`src/rtl/xdma_pkg.sv`:
```
// Shared types for the XDMA finish path: the remote finish frame layout and
// the finish-sender FSM state encoding.
package xdma_pkg;

  localparam int unsigned FinishIdW = 16;
  localparam logic [7:0]  FinishTag = 8'hF1;

  // Frame written to the previous hop; the tag lets the receiver tell a
  // finish notification apart from other remote writes to the same window.
  typedef struct packed {
    logic [7:0]           tag;
    logic [FinishIdW-1:0] dma_id;
  } xdma_to_remote_finish_t;

  typedef enum logic [1:0] {
    Idle    = 2'd0,
    Issue   = 2'd1,
    WaitRsp = 2'd2
  } finish_state_e;

  function automatic xdma_to_remote_finish_t pack_finish(input logic [FinishIdW-1:0] id);
    xdma_to_remote_finish_t f;
    f.tag    = FinishTag;
    f.dma_id = id;
    return f;
  endfunction

endpackage

```
`src/rtl/xdma_finish_fifo.sv`:
```
// Pending-finish queue: power-of-two circular buffer with occupancy counter
// and a combinational head output.
module xdma_finish_fifo #(
  parameter int unsigned Depth = 4,
  parameter int unsigned Width = 8
) (
  input  logic                     clk_i,
  input  logic                     rst_ni,
  input  logic                     push_i,
  input  logic [Width-1:0]         data_i,
  input  logic                     pop_i,
  output logic [Width-1:0]         data_o,
  output logic                     full_o,
  output logic                     empty_o,
  output logic [$clog2(Depth):0]   count_o
);

  localparam int unsigned PtrW = $clog2(Depth);

  logic [Width-1:0] r_mem [Depth];
  logic [PtrW-1:0]  r_wr_ptr;
  logic [PtrW-1:0]  r_rd_ptr;
  logic [PtrW:0]    r_count;
  logic             w_push;
  logic             w_pop;

  assign full_o  = (r_count == (PtrW+1)'(Depth));
  assign empty_o = (r_count == '0);
  assign count_o = r_count;
  assign data_o  = r_mem[r_rd_ptr];
  assign w_push  = push_i && !full_o;
  assign w_pop   = pop_i && !empty_o;

  always_ff @(posedge clk_i or negedge rst_ni) begin
    if (!rst_ni) begin
      r_wr_ptr <= '0;
      r_rd_ptr <= '0;
      r_count  <= '0;
    end else begin
      if (w_push) r_wr_ptr <= r_wr_ptr + PtrW'(1);
      if (w_pop)  r_rd_ptr <= r_rd_ptr + PtrW'(1);
      unique case ({w_push, w_pop})
        2'b10:   r_count <= r_count + (PtrW+1)'(1);
        2'b01:   r_count <= r_count - (PtrW+1)'(1);
        default: r_count <= r_count;
      endcase
    end
  end

  // Storage carries data only, so it is left out of reset.
  always_ff @(posedge clk_i) begin
    if (w_push) r_mem[r_wr_ptr] <= data_i;
  end

endmodule

```
`src/rtl/xdma_finish_sender.sv`:
```
// Queues finish notifications and sends each as a remote write to the previous
// hop. Define XDMA_FINISH_SENDER_RETRY_EN to resend on error up to MaxRetry times.
module xdma_finish_sender
  import xdma_pkg::*;
#(
  parameter type         id_t     = logic,
  parameter type         addr_t   = logic,
  parameter type         data_t   = logic,
  parameter int unsigned Depth    = 4,
  parameter int unsigned MaxRetry = 3
) (
  input  logic  clk_i,
  input  logic  rst_ni,
  input  logic  finish_valid_i,
  output logic  finish_ready_o,
  input  addr_t finish_addr_i,
  input  id_t   finish_dma_id_i,
  output logic  wr_valid_o,
  input  logic  wr_ready_i,
  output addr_t wr_addr_o,
  output data_t wr_data_o,
  input  logic  rsp_valid_i,
  input  logic  rsp_error_i,
  output logic  rsp_ready_o,
  output logic  busy_o,
  output logic  drop_o
);

  typedef struct packed {
    addr_t addr;
    id_t   id;
  } entry_t;

  localparam int unsigned EntryW = $bits(entry_t);

  finish_state_e          r_state;
  logic                   r_wr_valid;
  logic                   r_rsp_ready;
  logic                   r_drop;
  logic                   w_push;
  logic                   w_pop;
  logic                   w_full;
  logic                   w_empty;
  logic                   w_rsp_done;
  logic [$clog2(Depth):0] w_count;
  logic [EntryW-1:0]      w_head_raw;
  entry_t                 w_in;
  entry_t                 w_head;
  xdma_to_remote_finish_t w_frame;

`ifdef XDMA_FINISH_SENDER_RETRY_EN
  localparam int unsigned RetryW = (MaxRetry > 0) ? $clog2(MaxRetry + 1) : 1;
  logic [RetryW-1:0] r_retry;
  logic              w_retry_done;
  assign w_retry_done = (r_retry == RetryW'(MaxRetry));
  assign w_rsp_done   = !rsp_error_i || w_retry_done;
`else
  assign w_rsp_done   = 1'b1;
`endif

  assign finish_ready_o = !w_full;
  assign w_push         = finish_valid_i && finish_ready_o;
  assign w_pop          = (r_state == WaitRsp) && rsp_valid_i && w_rsp_done;
  assign w_in.addr      = finish_addr_i;
  assign w_in.id        = finish_dma_id_i;
  assign w_head         = entry_t'(w_head_raw);
  assign w_frame        = pack_finish(FinishIdW'(w_head.id));

  assign wr_valid_o  = r_wr_valid;
  assign wr_addr_o   = w_head.addr;
  assign wr_data_o   = data_t'(w_frame);
  assign rsp_ready_o = r_rsp_ready;
  assign drop_o      = r_drop;
  assign busy_o      = (w_count != '0) || (r_state != Idle);

  xdma_finish_fifo #(
    .Depth (Depth),
    .Width (EntryW)
  ) u_fifo (
    .clk_i   (clk_i),
    .rst_ni  (rst_ni),
    .push_i  (w_push),
    .data_i  (w_in),
    .pop_i   (w_pop),
    .data_o  (w_head_raw),
    .full_o  (w_full),
    .empty_o (w_empty),
    .count_o (w_count)
  );

  // The head entry stays in the queue until its response retires it, so the
  // address and frame remain stable across stalls and retries.
  always_ff @(posedge clk_i or negedge rst_ni) begin
    if (!rst_ni) begin
      r_state     <= Idle;
      r_wr_valid  <= 1'b0;
      r_rsp_ready <= 1'b0;
      r_drop      <= 1'b0;
`ifdef XDMA_FINISH_SENDER_RETRY_EN
      r_retry     <= '0;
`endif
    end else begin
      r_drop <= 1'b0;
      unique case (r_state)
        Idle: begin
          if (!w_empty) begin
            r_state    <= Issue;
            r_wr_valid <= 1'b1;
          end
        end
        Issue: begin
          if (wr_ready_i) begin
            r_state     <= WaitRsp;
            r_wr_valid  <= 1'b0;
            r_rsp_ready <= 1'b1;
          end
        end
        WaitRsp: begin
          if (rsp_valid_i) begin
            r_rsp_ready <= 1'b0;
`ifdef XDMA_FINISH_SENDER_RETRY_EN
            if (!w_rsp_done) begin
              r_retry    <= r_retry + RetryW'(1);
              r_state    <= Issue;
              r_wr_valid <= 1'b1;
            end else begin
              r_retry <= '0;
              r_drop  <= rsp_error_i;
              r_state <= Idle;
            end
`else
            r_drop  <= rsp_error_i;
            r_state <= Idle;
`endif
          end
        end
        default: begin
          r_state     <= Idle;
          r_wr_valid  <= 1'b0;
          r_rsp_ready <= 1'b0;
        end
      endcase
    end
  end

endmodule

```
`config.mk`:
```
export PLATFORM = sky130hd
export DESIGN_NAME = xdma_finish_sender
export DESIGN_NICKNAME = d
export VERILOG_FILES = /design/src/rtl/xdma_pkg.sv /design/src/rtl/xdma_finish_fifo.sv /design/src/rtl/xdma_finish_sender.sv
export SDC_FILE = /design/constraint.sdc
export NUM_CORES = 1
export LEC_CHECK = 0
export BUFFER_PORTS_ARGS = -buffer_cell sky130_fd_sc_hd__buf_2
export CELL_PAD_IN_SITES_DETAIL_PLACEMENT = 1
export CELL_PAD_IN_SITES_GLOBAL_PLACEMENT = 2
export CORE_MARGIN = 5
export CORE_UTILIZATION = 39
export CTS_CLUSTER_SIZE = 28
export DETAILED_ROUTE_END_ITERATION = 12
export PLACE_DENSITY_LB_ADDON = 0.1
export SLEW_MARGIN = 15
export SYNTH_ARGS = -nofsm -noshare
export SYNTH_HDL_FRONTEND = slang
export SYNTH_SLANG_ARGS = --single-unit
```
`constraint.sdc`:
```
create_clock -name clk_i -period 4.4 [get_ports clk_i]
set_input_delay 0.66 -clock clk_i [delete_from_list [all_inputs] [get_ports clk_i]]
set_output_delay 0.66 -clock clk_i [all_outputs]
set_load 0.005 [all_outputs]
```
# After elaboration in Yosys (flattened, before gate mapping)
# Memory sizes are Yosys's and may differ from the RTL's.
# Index checks and enable logic that the tools add are counted.
# W data, S select, Z words.
dict set report totals {
  ff_bits 12
  ram_bits 8
  out_inout_bits 7
  word_cells 52
  memories 1
}
dict set report classes {
  n_addsub 4
  n_eq_ne 8
  muxes 15
  n_bitwise 2
  reduce_logical 15
}
# memory words width rd rd_ports_with_merged_regs write_ports line_no
set memory_table {}
lappend memory_table {u_fifo.r_mem 4 2 1 0 1 xdma_finish_fifo.sv:20} ;# logic [Width-1:0] r_mem [Depth];
# operator n
set op_table {}
lappend op_table {{$reduce_and A3 Y1} 3}
lappend op_table {{$mux W1} 8}
lappend op_table {{$mux W2} 3}
lappend op_table {{$ne A2 B2 Y1 const B} 3}
lappend op_table {{$pmux W1 S3} 2}
lappend op_table {{$pmux W2 S3} 1}
lappend op_table {{$pmux W3 S2} 1}
lappend op_table {{$add A2 B1 Y2 const B} 2}
lappend op_table {{$eq A2 B1 Y1 const B} 2}
lappend op_table {{$eq A2 B2 Y1 const B} 2}
lappend op_table {{$logic_and A1 B1 Y1} 4}
lappend op_table {{$reduce_bool A2 Y1} 2}
lappend op_table {{$add A3 B1 Y3 const B} 1}
lappend op_table {{$eq A3 B3 Y1 const B} 1}
lappend op_table {{$logic_not A3 Y1} 1}
lappend op_table {{$reduce_bool A3 Y1} 1}
lappend op_table {{$sub A3 B1 Y3 const B} 1}
lappend op_table {{$logic_not A1 Y1} 2}
lappend op_table {{$logic_not A2 Y1} 1}
lappend op_table {{$not A1 Y1} 2}
lappend op_table {{$logic_or A1 B1 Y1} 1}

# Depth between registers and ports, before layout
dict set report logic_depth {
  ltp_word 6
  ltp_mapped 8
  depth_no_buf 8
}

# Cells and area by module
# A second synthesis with hierarchy kept.
dict set report unflattened {
  hier_cells 72
  area_unflattened_um2 962.2
}
# module instances cells_each area_each_um2 seq_area_each_um2
set by_module_without_submodules {}
lappend by_module_without_submodules {xdma_finish_fifo 1 47 725.7 415.4}
lappend by_module_without_submodules {xdma_finish_sender 1 25 236.5 125.1}

# Least setup slack after synthesis
# No wires, ideal clock.
dict set report synth_path {
  path_kind {register -> register}
  from {register u_fifo.r_count[0] (netlist: u_fifo.count_o[0])}
  to {register u_fifo.r_count[2] (netlist: u_fifo.count_o[2])}
  setup_ns 0.125
  arrival_ns 2.038
  required_ns 4.275
  path_slack_ns 2.236
  stages_incl_launch_ff 8
  path_cell_list {dfrtp_1 -> or3_2 -> and3_1 -> ha_1 -> fa_1 -> xnor2_1 -> nor2_1 -> xor2_1}
}
dict set report synth_via {
  word_cells_on_any_way 13
  cone_classes {2 x add/sub; 3 x eq/ne; 1 x mux; 7 x reduce/logical}
}
# item line_no
set synth_lines {}
lappend synth_lines {{from (decl)} xdma_finish_fifo.sv:23} ;# logic [PtrW:0] r_count;
lappend synth_lines {{from (signal assigned)} xdma_finish_fifo.sv:43} ;# 2'b10: r_count <= r_count + (PtrW+1)'(1);
lappend synth_lines {{from (signal assigned)} xdma_finish_fifo.sv:44} ;# 2'b01: r_count <= r_count - (PtrW+1)'(1);
lappend synth_lines {{from (signal assigned)} xdma_finish_fifo.sv:45} ;# default: r_count <= r_count;
lappend synth_lines {{$logic_not A3 Y1 (*)} xdma_finish_fifo.sv:28} ;# assign empty_o = (r_count == '0);
lappend synth_lines {{$logic_not A1 Y1 (*)} xdma_finish_fifo.sv:32} ;# assign w_pop = pop_i && !empty_o;
lappend synth_lines {{$logic_and A1 B1 Y1 (*)} xdma_finish_fifo.sv:32}
lappend synth_lines {{net u_fifo.w_pop} xdma_finish_fifo.sv:25} ;# logic w_pop;
lappend synth_lines {{$eq A2 B1 Y1 or $eq A2 B2 Y1 (tied branches)} xdma_finish_fifo.sv:42} ;# unique case ({w_push, w_pop})
lappend synth_lines {{$pmux W3 S2 or $reduce_bool A2 Y1 (tied branches)} --}
# The timed path passes the listed nets; every way through them passes the cells marked *.
# A chain may end at the register's enable or synchronous reset.

# Final worst setup path
# Same ends and word-level chain as after synthesis.

==> out/results.tsv <==
stage	metric	value	unit
layout	non-filler instance count after layout	111	
die	# IOs	15	
clock_tree	Max clock buf depth	2	
critical_path	Crit path arrival time	2.54	ns
clock_tree	Post-CTS Resized	0	
sta	Pins Over Slew Limit	0	
placement	Cells after DPL	107	
worst_hold_path	HP Class	in2async	
placement	DP HPWL	1.35	mm
layout	share of cells above drive strength 1	33.7	%
sta	Final Worst Setup Slack	2.08	ns
placement	Final GP Congestion	0.717	
placement	I/O Buffers	14	
clock_tree	Num CTS Buffers	3	
route	drt pass-1 iters	2	
pwr	Lkg Pwr	0.463	nW
layout	multi-input combinational cell area	355	um2
route	DRC viols	0	
pwr	PwrDens	624	nW/um2
yosys	Netlist Area Pre-Place	911	um2
clock_tree	clock sinks	20	
layout	Final #Nets	98	
route	Avg WL per Cell	14.6	um
route	Final ANT Viol Nets	0	
pwr	Pwr Total	0.650	mW
critical_path	crit path max-delay cell type	or3_2	
global_route	vias in the first global route	638	
critical_path	reg-to-reg endpoint	u_fifo.count_o[2]	
sta	Final Skew	0.000813	ns
route	final WL	1.62	mm
sta	relative slew slack	81.8	%
sta	Final Hold Vio Count	0	
die	Initial Util	41.2	%
critical_path	reg-to-reg slack, setup	2.08	ns
sta	worst slew pin tran	0.274	ns
clock_tree	H-tree levels	1	
placement	Setup WS pre-CTS	2.08	ns
pwr	Worst VDD drop	0.000297	V
clock_tree	Setup Buffers After CTS	0	
global_route	GRT Residual Overflow	0	
layout	most frequent cells in the layout	buf_2 (14), dfrtp_1 (12), edfxtp_1 (8)	
layout	area grow syn2layout	14.4	%
global_route	Global Route Usage Sum	11.5	%
clock_tree	TritonCTS clock tree	yes	
global_route	first-pass GRT wire length	2.87	mm
job	number of max-cap violations	0	
critical_path	Crit. Startpoint	u_fifo.count_o[0]	
layout	flip-flop and latch area	541	um2
die	full die area	3400	um2
sta	setup TNS	0	ns
global_route	antenna violations before repair	0	
critical_path	Critical Path, Cell by Cell	or3_2 > and3_1 > ha_1 > fa_1 > xnor2_1 > nor2_1 > xor2_1	
route	Vias	548	
status	outcome	complete, no violations	
yosys	post-synthesis cell count	65	
die	die width	58.3	um
yosys	Synth Area per Inst	14.0	um2
critical_path	slowest cell delay on critical path	0.54	ns
global_route	largest net degree at the start of global routing	13	
critical_path	kind of critical path	reg2reg	
sta	RSZ-0062 raised after global routing	false	
yosys	sequential fraction of the synthesis area	59.3	%
sta	Final Setup Violations	0	
route	DRT iter0 DRCs	2	
die	std cell rows	17	
die	Die Y	58.3	um
critical_path	crit path max fanout	4	
yosys	yosys warns	0	
die	CORE AREA	2210	um2
layout	FILL cells	247	
critical_path	crit start category	flop	
clock_tree	CTS Hold Bufs	0	
layout	n_diodes	0	
critical_path	R2R cell count	7	
clock_tree	clock-pin slew on the worst setup and hold paths	0.10	ns
clock_tree	root buffer cell	clkbuf_4	
clock_tree	insertion delay to the later sink of the worst-skew pair	0.29	ns
sta	min Tclk post-route	2.32	ns
critical_path	R2R Path Start	u_fifo.count_o[0]	
yosys	post-synthesis register bit count	20	
layout	commonest non-fill, non-tap cell in the layout	buf_2	
route	DR vias/cell	4.94	
critical_path	CP Capture Type	flop	
yosys	Synth cell types	24	
sta	fin crit share	52.7	%
sta	FMAX	431	MHz
yosys	Synthesized Nets	79	
critical_path	Required @ worst endpoint	4.62	ns
worst max path at each step:
stage,endpoint,slack (ns)
floorplan,u_fifo.count_o[2],2.24
global placement,u_fifo.count_o[2],2.17
detailed placement,u_fifo.count_o[2],2.08
CTS,u_fifo.count_o[2],2.06
global route,u_fifo.count_o[2],1.95
finish,u_fifo.count_o[2],2.08
flip-flops by register name (all words and copies together) (netlist names):
signal,flops
wr_valid_o,1
u_fifo.r_rd_ptr,2
u_fifo.count_o,3
rsp_ready_o,1
drop_o,1
u_fifo.r_mem,8
u_fifo.r_wr_ptr,2
r_state,2
layout make-up:
class	instances	share of cell area (%)
clock buffer	4	2.52
inverter	4	1.44
multi-input combinational	41	34.1
sequential	20	51.9
tap	28	3.36
timing repair buffer	14	6.72
where the power goes:
group	leakage (nW)	total, mW	switching [mW]	internal, mW
Clock	0.0150	0.0854	0.0502	0.0352
Sequential	0.217	0.332	0.0673	0.265
Combinational	0.231	0.233	0.100	0.132
stage by stage:
stage | area [um2] | util (%) | hold WS [ns]
4_1_cts | 1040 | 47.1 | 0.230
2_1_floorplan | 911 | - | 0.364
3_3_place_gp | 1020 | 45.9 | 0.486
6_report | 1040 | 47.1 | 0.230
5_1_grt | 1040 | 47.1 | 0.232
3_5_place_dp | 1020 | 45.9 | 0.489
kinds of logic (layout without fill, tap and decap cells):
logic type | Yosys count | in the layout | synth area share, %
xor+xnor | 6 | 6 | 5.77
flops | 20 | 20 | 59.3
mux | 4 | 4 | 7.83
fa+ha+maj | 6 | 6 | 9.07
buf+inv | 4 | 22 | 1.65
compound gates | 6 | 6 | 3.85
simple gates | 19 | 19 | 12.5
critical path, delay by kind of cell, from the launching register on:
family | cells | cell delay (ns)
xor+xnor | 2 | 0.28
fa+ha+maj | 2 | 0.64
flops | 1 | 0.46
simple gates | 3 | 0.88
cell usage after synthesis:
cell type | count | area share, %
nor2_1 | 4 | 1.6
mux4_2 | 2 | 4.9
and3_1 | 2 | 1.4
nand3_1 | 1 | 0.55
o21ai_0 | 2 | 1.1
fa_1 | 1 | 2.2
and3_2 | 4 | 3.3
a211oi_1 | 1 | 0.82
mux2_4 | 1 | 1.6
inv_1 | 4 | 1.6
xor2_1 | 2 | 1.9
and2_4 | 1 | 0.96
nand4_1 | 1 | 0.69
or3_2 | 1 | 0.82
a21oi_1 | 2 | 1.1
nand2_1 | 3 | 1.2
dfrtp_1 | 12 | 33
xnor2_1 | 4 | 3.8
or3b_4 | 1 | 1.2
mux2_2 | 1 | 1.2
edfxtp_1 | 8 | 26
nor2b_1 | 1 | 0.69
o31ai_1 | 1 | 0.82
ha_1 | 5 | 6.9
metal layers:
metal,wire length (um),track usage (%),vias to the layer above
met2,849,19.6,8
met4,20,5.96,0
met3,77,2.85,2
met1,672,13.2,269
met5,0,0,-
li1,-,-,269
Note: power is estimated with default switching activity, not from simulation.
